### src/rtl/rf_ctx.sv
// Parametrised R/T register file with two combinational read ports, shared FunSel
// write path, and a one-register-per-cycle context save/restore of the R bank.
module rf_ctx #(
  parameter int WIDTH = 8,
  parameter int NUM_R = 4,
  parameter int NUM_T = 4,
  localparam int SELW = $clog2(NUM_R + NUM_T)
) (
  input  logic             clk,
  input  logic             rst,
  input  logic [SELW-1:0]  o1_sel,
  input  logic [SELW-1:0]  o2_sel,
  input  logic [1:0]       fun_sel,
  input  logic [NUM_R-1:0] r_sel,
  input  logic [NUM_T-1:0] t_sel,
  input  logic [WIDTH-1:0] i,
  input  logic             ctx_req,
  input  logic             ctx_cmd,
  output logic [WIDTH-1:0] o1,
  output logic [WIDTH-1:0] o2,
  output logic             ctx_busy,
  output logic             ctx_done,
  output logic             ctx_err,
  output logic             shadow_valid
);

  localparam int IDXW = (NUM_R > 1) ? $clog2(NUM_R) : 1;

  typedef enum logic [1:0] {IDLE, SAVE, RESTORE} state_t;

  state_t           state;
  logic [IDXW-1:0]  idx;
  logic [WIDTH-1:0] r_q  [NUM_R];
  logic [WIDTH-1:0] t_q  [NUM_T];
  logic [WIDTH-1:0] sh_q [NUM_R];

  function automatic logic [WIDTH-1:0] fun_op(input logic [1:0] f,
                                              input logic [WIDTH-1:0] cur,
                                              input logic [WIDTH-1:0] d);
    logic [WIDTH-1:0] res;
    case (f)
      2'b00:   res = cur - WIDTH'(1);
      2'b01:   res = cur + WIDTH'(1);
      2'b10:   res = d;
      default: res = '0;
    endcase
    return res;
  endfunction

  always_ff @(posedge clk or posedge rst) begin
    if (rst) begin
      state        <= IDLE;
      idx          <= '0;
      ctx_busy     <= 1'b0;
      ctx_done     <= 1'b0;
      ctx_err      <= 1'b0;
      shadow_valid <= 1'b0;
      for (int j = 0; j < NUM_R; j++) begin
        r_q[j]  <= '0;
        sh_q[j] <= '0;
      end
      for (int j = 0; j < NUM_T; j++) t_q[j] <= '0;
    end else begin
      ctx_done <= 1'b0;
      ctx_err  <= 1'b0;

      for (int j = 0; j < NUM_T; j++)
        if (t_sel[j]) t_q[j] <= fun_op(fun_sel, t_q[j], i);

      // R bank belongs to the context engine while a sequence runs
      if (state == IDLE)
        for (int j = 0; j < NUM_R; j++)
          if (r_sel[j]) r_q[j] <= fun_op(fun_sel, r_q[j], i);

      case (state)
        IDLE: begin
          if (ctx_req) begin
            if (!ctx_cmd) begin
              state    <= SAVE;
              idx      <= '0;
              ctx_busy <= 1'b1;
            end else if (shadow_valid) begin
              state    <= RESTORE;
              idx      <= '0;
              ctx_busy <= 1'b1;
            end else begin
              ctx_err  <= 1'b1;
            end
          end
        end
        SAVE: begin
          sh_q[idx] <= r_q[idx];
          if (idx == IDXW'(NUM_R - 1)) begin
            state        <= IDLE;
            ctx_busy     <= 1'b0;
            ctx_done     <= 1'b1;
            shadow_valid <= 1'b1;
          end else begin
            idx <= idx + IDXW'(1);
          end
        end
        RESTORE: begin
          r_q[idx] <= sh_q[idx];
          if (idx == IDXW'(NUM_R - 1)) begin
            state    <= IDLE;
            ctx_busy <= 1'b0;
            ctx_done <= 1'b1;
          end else begin
            idx <= idx + IDXW'(1);
          end
        end
        default: state <= IDLE;
      endcase
    end
  end

  // T registers occupy the low select codes, R follow; unmapped codes read 0
  always_comb begin
    o1 = '0;
    o2 = '0;
    for (int j = 0; j < NUM_T; j++) begin
      if (o1_sel == SELW'(j)) o1 = t_q[j];
      if (o2_sel == SELW'(j)) o2 = t_q[j];
    end
    for (int j = 0; j < NUM_R; j++) begin
      if (o1_sel == SELW'(NUM_T + j)) o1 = r_q[j];
      if (o2_sel == SELW'(NUM_T + j)) o2 = r_q[j];
    end
  end

endmodule

### config.mk
export PLATFORM = sky130hd
export DESIGN_NAME = rf_ctx
export DESIGN_NICKNAME = d
export VERILOG_FILES = /design/src/rtl/rf_ctx.sv
export SDC_FILE = /design/constraint.sdc
export NUM_CORES = 1
export LEC_CHECK = 0
export ABC_AREA = 1
export CORE_MARGIN = 2
export CORE_UTILIZATION = 56
export CTS_CLUSTER_SIZE = 25
export DETAILED_ROUTE_END_ITERATION = 10
export PLACE_DENSITY = 0.9
export SLEW_MARGIN = 30
export SYNTH_ARGS = -nofsm -noshare
export SYNTH_HDL_FRONTEND = slang
export SYNTH_SLANG_ARGS = --single-unit
### constraint.sdc
create_clock -name clk -period 3.8 [get_ports clk]
set_clock_uncertainty 0.15 [all_clocks]
set_input_delay 0.76 -clock clk [delete_from_list [all_inputs] [get_ports clk]]
set_output_delay 0.76 -clock clk [all_outputs]
set_load 0.02 [all_outputs]
# After elaboration in Yosys (flattened, before gate mapping)
# Index checks and enable logic that the tools add are counted.
classes:
  add_sub_neg: 17
  order_cmp: 2
  eq_ne: 23
  n_mux: 61
  bitwise: 1
  reduce_logical: 11
op_table:
  columns: ["cell", "n"]
  rows:
  - ["8-bit two-way mux", 25]
  - ["8-bit one-hot mux with 3 select lines", 8]
  - ["8-bit by 1-bit adder with 8-bit output, second input constant", 8]
  - ["32-bit bitwise mux", 2]
  - ["32-bit two-way mux", 2]
  - ["8-bit by 1-bit subtractor with 8-bit output, second input constant", 8]
  - ["8-bit binary-select mux with 2-bit select", 2]
  - ["3-bit equality test, second input constant", 8]
  - ["8-bit demux with 2-bit select", 1]
  - ["2-bit two-way mux", 8]
  - ["3-bit by 2-bit equality test with 1-bit output, second input constant", 4]
  - ["1-bit two-way mux", 10]
  - ["2-bit one-hot mux with 2 select lines", 2]
  - ["4-bit AND reduction", 2]
  - ["2-bit equality test, second input constant", 3]
  - ["3-bit by 1-bit equality test with 1-bit output, second input constant", 2]
  - ["3-bit logical NOT", 2]
  - ["2-bit by 1-bit equality test with 1-bit output, second input constant", 2]
  - ["2-bit logical NOT", 2]
  - ["2-bit != test, second input constant", 2]
  - ["3-bit greater-or-equal comparator, second input constant", 1]
  - ["3-bit by 1-bit less-than comparator with 1-bit output, second input constant", 1]
  - ["3-bit != test, second input constant", 1]
  - ["2-bit inverter with 3-bit output", 1]
  - ["8 further kinds", 8]
totals:
  regBits: 104
  input_bits: 28
  out_inout_bits: 20

# Depth between registers and ports, before layout
logic_depth:
  word_depth: 9
  depth_mapped: 12
  mapped_depth_nobuf: 12

# Worst setup path before layout
# Ideal clock, no wire load.
synth_timing:
  path_kind: "input to register"
  startpoint: "input fun_sel[1]"
  endpoint: "register t_q[5] (netlist bit)"
  setup_ps: 117
  arrival_ps: 2424
  t_required_ps: 3533
  path_slack_ps: 1109
  path_stages: 12
  n_path_buf: 0
  cell_sequence: "inv_2 > nand2_4 > ha_1 > nand2_1 > inv_1 > nand2_1 > nand3_1 > or2_2 > nand3_1 > nand2_1 > nand2_1 > nand2_1"
synth_between:
  elab_chain_cells: 2
  elab_cells_between_ends: 4
  classes_between: "eq/ne: 2; mux: 1; reduce/logical: 1"
synth_rtl:
  columns: ["element", "line", "rtl"]
  rows:
  - ["from (decl)", "13", "input logic [1:0] fun_sel,"]
  - ["2-bit equality test (tied with other cells)", "41", "case (f)"]
  - ["8-bit one-hot mux with 3 select lines *", "41", null]
  - ["to (signal, indexed assignment)", "68", "if (t_sel[j]) t_q[j] <= fun_op(fun_sel, t_q[j], i);"]
  - ["to (decl)", "34", "logic [WIDTH-1:0] t_q [NUM_T];"]
# Mark *: on every way between the ends. The rest lies on a longest branch, timed or not.
# A chain may end at the register's enable or synchronous reset.

# Worst setup path after layout
layout_timing:
  startpoint: "input o1_sel[2]"
  endpoint: "output o1[1]"
layout_between:
  elab_chain_cells: 9
  elab_cells_between_ends: 16
  classes_between: "eq/ne: 7; mux: 8; reduce/logical: 1"
layout_rtl:
  columns: ["element", "line", "rtl"]
  rows:
  - ["from (decl)", "11", "input logic [SELW-1:0] o1_sel,"]
  - ["3-bit logical NOT", "122", "if (o1_sel == SELW'(j)) o1 = t_q[j];"]
  - ["8-bit two-way mux (4 in a row)", "122", null]
  - ["8-bit two-way mux (3 in a row)", "126", "if (o1_sel == SELW'(NUM_T + j)) o1 = r_q[j];"]
  - ["8-bit two-way mux *", "126", null]
  - ["to (decl)", "19", "output logic [WIDTH-1:0] o1,"]
# Marked as above.

==> results.sh <==
export IMPL_synth_cell_area_sq_um=8660
export IMPL_drv_slew=0
export IMPL_synthMuxAreaShare_pct=0
export IMPL_hold_path_class="flip-flop to flip-flop"
export IMPL_core_sq_um=15100
export IMPL_ios=48
export IMPL_status="completed"
export IMPL_finalHoldViolations=0
export IMPL_critical_path_class="primary input to output pin"
export IMPL_grt_usage_pct=35.8
export IMPL_period_share_pct=97.3
export IMPL_grt_ovfl_total=0
export IMPL_cp_end_kind="output pin"
export IMPL_cts_tree="built"
export IMPL_syn2layout_area_growth_pct=14.1
export IMPL_dp_slack_ns=-0.0268
export IMPL_ant_nets=0
export IMPL_synth_xor_area_share_pct=0.809
export IMPL_reg2reg_from="idx[1]$_DFFE_PP0P_"
export IMPL_finalInstanceArea_sq_um=9880
export IMPL_die_h_um=128
export IMPL_min_to="sh_q[20]$_DFFE_PP0P_"
export IMPL_drt_pass1_iter_count=6
export IMPL_wl_um=29000
export IMPL_synth_top_family_by_area="simple AND/OR/NAND/NOR gates"
export IMPL_syn_inst=1335
export IMPL_syn_num_nets=1429
export IMPL_portBuffers=47
export IMPL_yosys_warnings=0
export IMPL_r2r_cells=6
export IMPL_power_density_nw_per_um2=706
export IMPL_postLayoutCoreUtil_pct=65.2
export IMPL_core_rowCount=45
export IMPL_vias=9567
export IMPL_tightest_slew_ns=0.779
export IMPL_hold_path_depth=2
export IMPL_slew_headroom_pct=48.1
export IMPL_finalSetupTns_ns=0
export IMPL_max_cap_violations=0
export IMPL_drt_iter0_drc=1353
export IMPL_clkTransAtPathRegs_ns=0.07
export IMPL_rsz0062_at_grt="false"
export IMPL_cp_arrival_ns=2.79
export IMPL_layout_setup_ws_ns=0.103
export IMPL_clock_sinks=104
export IMPL_ys_seq_area_share_pct=30.1
export IMPL_grt_pass1_vias=8860
export IMPL_htree_levels=3
export IMPL_cts_buffer_depth=2
export IMPL_grt_max_degree=51
export IMPL_start_util_pct=57.2
export IMPL_route_detailed_drc=0
export IMPL_cp_max_fo=8
export IMPL_regToRegSetupSlack_ns=1.19
export IMPL_critPathRequiredTime_ns=2.89
export IMPL_fin_crit_ns=3.70
export IMPL_startpoint_type="primary input"
export IMPL_insertion_delay_ns=0.37
export IMPL_die_w_um=128
export IMPL_fillers=1358
export IMPL_synth_distinct_cells=36
export IMPL_max_freq_mhz=271
export IMPL_num_antenna_cells=0
export IMPL_synth_seq_cells=104
export IMPL_synth_fa_ha_area_share_pct=10.2
export IMPL_p_leak_nw=5.37
export IMPL_synth_simple_area_share_pct=31.7
export IMPL_num_nets_final=1492
export IMPL_p_total_mw=6.97
export IMPL_antenna_found_initial=0
export IMPL_ir_worst_vdd_mv=0.505
export IMPL_synth_compound_area_share_pct=17.5
export IMPL_grt_pass1_wl_um=45900
export IMPL_die_area_sq_um=16500
export IMPL_routabilityCongestion=1.04
export IMPL_placed_cell_area_sq_um=9520
export IMPL_setup_viol=0
export IMPL_drive_above_1_share_pct=4.99
export IMPL_cts_inserted_buffers=9
export IMPL_worstHoldStart="sh_q[20]$_DFFE_PP0P_"
export IMPL_avgSynthCellArea_sq_um=6.49
export IMPL_clockRootBuffer="clkbuf_16"
export IMPL_vias_per_cell=6.01
export IMPL_r2r_end="r_q[25]$_DFF_PP0_"
export IMPL_routedWlPerCell_um=18.2
export IMPL_hpwl_um=21200
==> metal layers <==
metal  global-route usage, %  part of all wire, %  up-vias
li1                        -                    -     4519
met1                    44.0                   38     4369
met2                    57.8                   45      542
met3                    7.23                  9.6      137
met4                    23.0                  7.0        0
met5                       0                    0        -
==> worst max-delay path, cell delays in order <==
cell	delay, ns
clkdlybuf4s50_1	0.52
clkinv_1	0.19
nand3_1	0.14
buf_4	0.16
nor2_1	0.07
nor4_2	0.33
nand4_1	0.23
dlygate4sd2_1	0.38
==> synth_stat cells <==
| library cell | n | share of area (%) |
|---|---|---|
| nand2_1 | 378 | 16 |
| inv_1 | 186 | 8.1 |
| nor2_1 | 130 | 5.6 |
| o21ai_0 | 118 | 6.8 |
| dfrtp_1 | 104 | 30 |
| a21oi_1 | 96 | 5.5 |
| nand3_1 | 83 | 4.8 |
| ha_1 | 58 | 8.4 |
| nand4_1 | 32 | 2.3 |
| o22ai_1 | 23 | 1.7 |
| clkbuf_1 | 19 | 0.82 |
| a22oi_1 | 12 | 1.0 |
| a31oi_1 | 12 | 0.87 |
| nor4_1 | 11 | 0.79 |
| buf_2 | 8 | 0.46 |
| fa_1 | 8 | 1.8 |
| nor3_1 | 8 | 0.46 |
| xor2_1 | 8 | 0.81 |
| nand3b_1 | 7 | 0.61 |
| or2_2 | 4 | 0.29 |
| a21o_1 | 3 | 0.26 |
| buf_1 | 3 | 0.13 |
| clkinv_1 | 3 | 0.13 |
| o21a_1 | 3 | 0.26 |
| o21ai_1 | 3 | 0.17 |
| a21boi_0 | 2 | 0.17 |
| a32o_1 | 2 | 0.23 |
| inv_2 | 2 | 0.087 |
| o21bai_1 | 2 | 0.17 |
| a32oi_1 | 1 | 0.10 |
| and2_1 | 1 | 0.072 |
| nand2_4 | 1 | 0.13 |
| nor2_4 | 1 | 0.13 |
| nor3_2 | 1 | 0.12 |
| o211ai_1 | 1 | 0.087 |
| o31ai_1 | 1 | 0.087 |
==> state kept, by name, summed over array words and instances, names as in the netlist <==
register / count
state: 2
ctx_done: 1
ctx_busy: 1
shadow_valid: 1
t_q: 32
ctx_err: 1
idx: 2
sh_q: 32
r_q: 32
==> where the power goes <==
group | total (mW) | switching, mW | internal, mW
sequential | 2.02 | 0.501 | 1.52
combinational | 4.02 | 2.61 | 1.41
clock | 0.929 | 0.471 | 0.458
total | 6.97 | 3.58 | 3.39
==> cells in the final DEF (no fill, tap or decap), types with 4 or more instances in the layout <==
cell	instances
inv_1	185
buf_4	34
nand3_1	81
dlymetal6s2s_1	15
xor2_1	8
a22oi_1	12
dfrtp_1	104
a21oi_1	94
clkbuf_16	9
nand2_1	376
nor2_1	129
o21ai_0	118
or2_2	4
nor4_1	9
o22ai_1	23
nand3b_1	7
a31oi_1	12
ha_1	58
nor3_1	8
nand4_1	32
clkdlybuf4s50_1	30
fa_1	8
==> per-stage QoR <==
step	hold WS, ns	instances
global route	0.353	1591
CTS	0.340	1591
floorplan	0.298	1335
global placement	0.314	1575
detailed placement	0.322	1575
finish	0.338	1591
==> worst max path at each step <==
stage / endpoint / depth (start not counted) / slack [ns] / from
final: o1[1] / 8 / 0.10 / o1_sel[2]
after CTS: o1[2] / 7 / 0.01 / o1_sel[1]
after global routing: o1[1] / 8 / 0.001 / o1_sel[2]
after floorplan: ctx_busy$_DFFE_PP0P_ / 1 / 0.16 / rst
after detailed placement: o1[2] / 8 / -0.03 / o1_sel[2]
after global placement: o1[2] / 8 / -0.03 / o1_sel[2]
==> logic make-up (layout without fill, tap and decap cells) <==
group           Yosys count  in the layout
flops                   104            104
compound gates          279            279
buf+inv                 221            289
simple gates            657            657
fa+ha+maj                66             66
xor+xnor                  8              8
==> final cells by class <==
cell class                 count  area (sq um)  area share [%]
multi-input combinational   1010          5260            53.2
sequential                   104          2600            26.3
timing repair buffer          82           781            7.90
inverter                     191           719            7.28
tap                          188           235            2.38
clock buffer                   9           225            2.28
clock inverter                 7          61.3           0.621
==> repair_timing <==
action	4_1_cts	5_1_grt
gates resized for setup	3	23
hold buffers	0	0
buffers inserted	0	0
endpoints found under the hold margin	0	0
setup endpoints to repair	4	16
No activity file was read; power rests on OpenSTA's default activity.
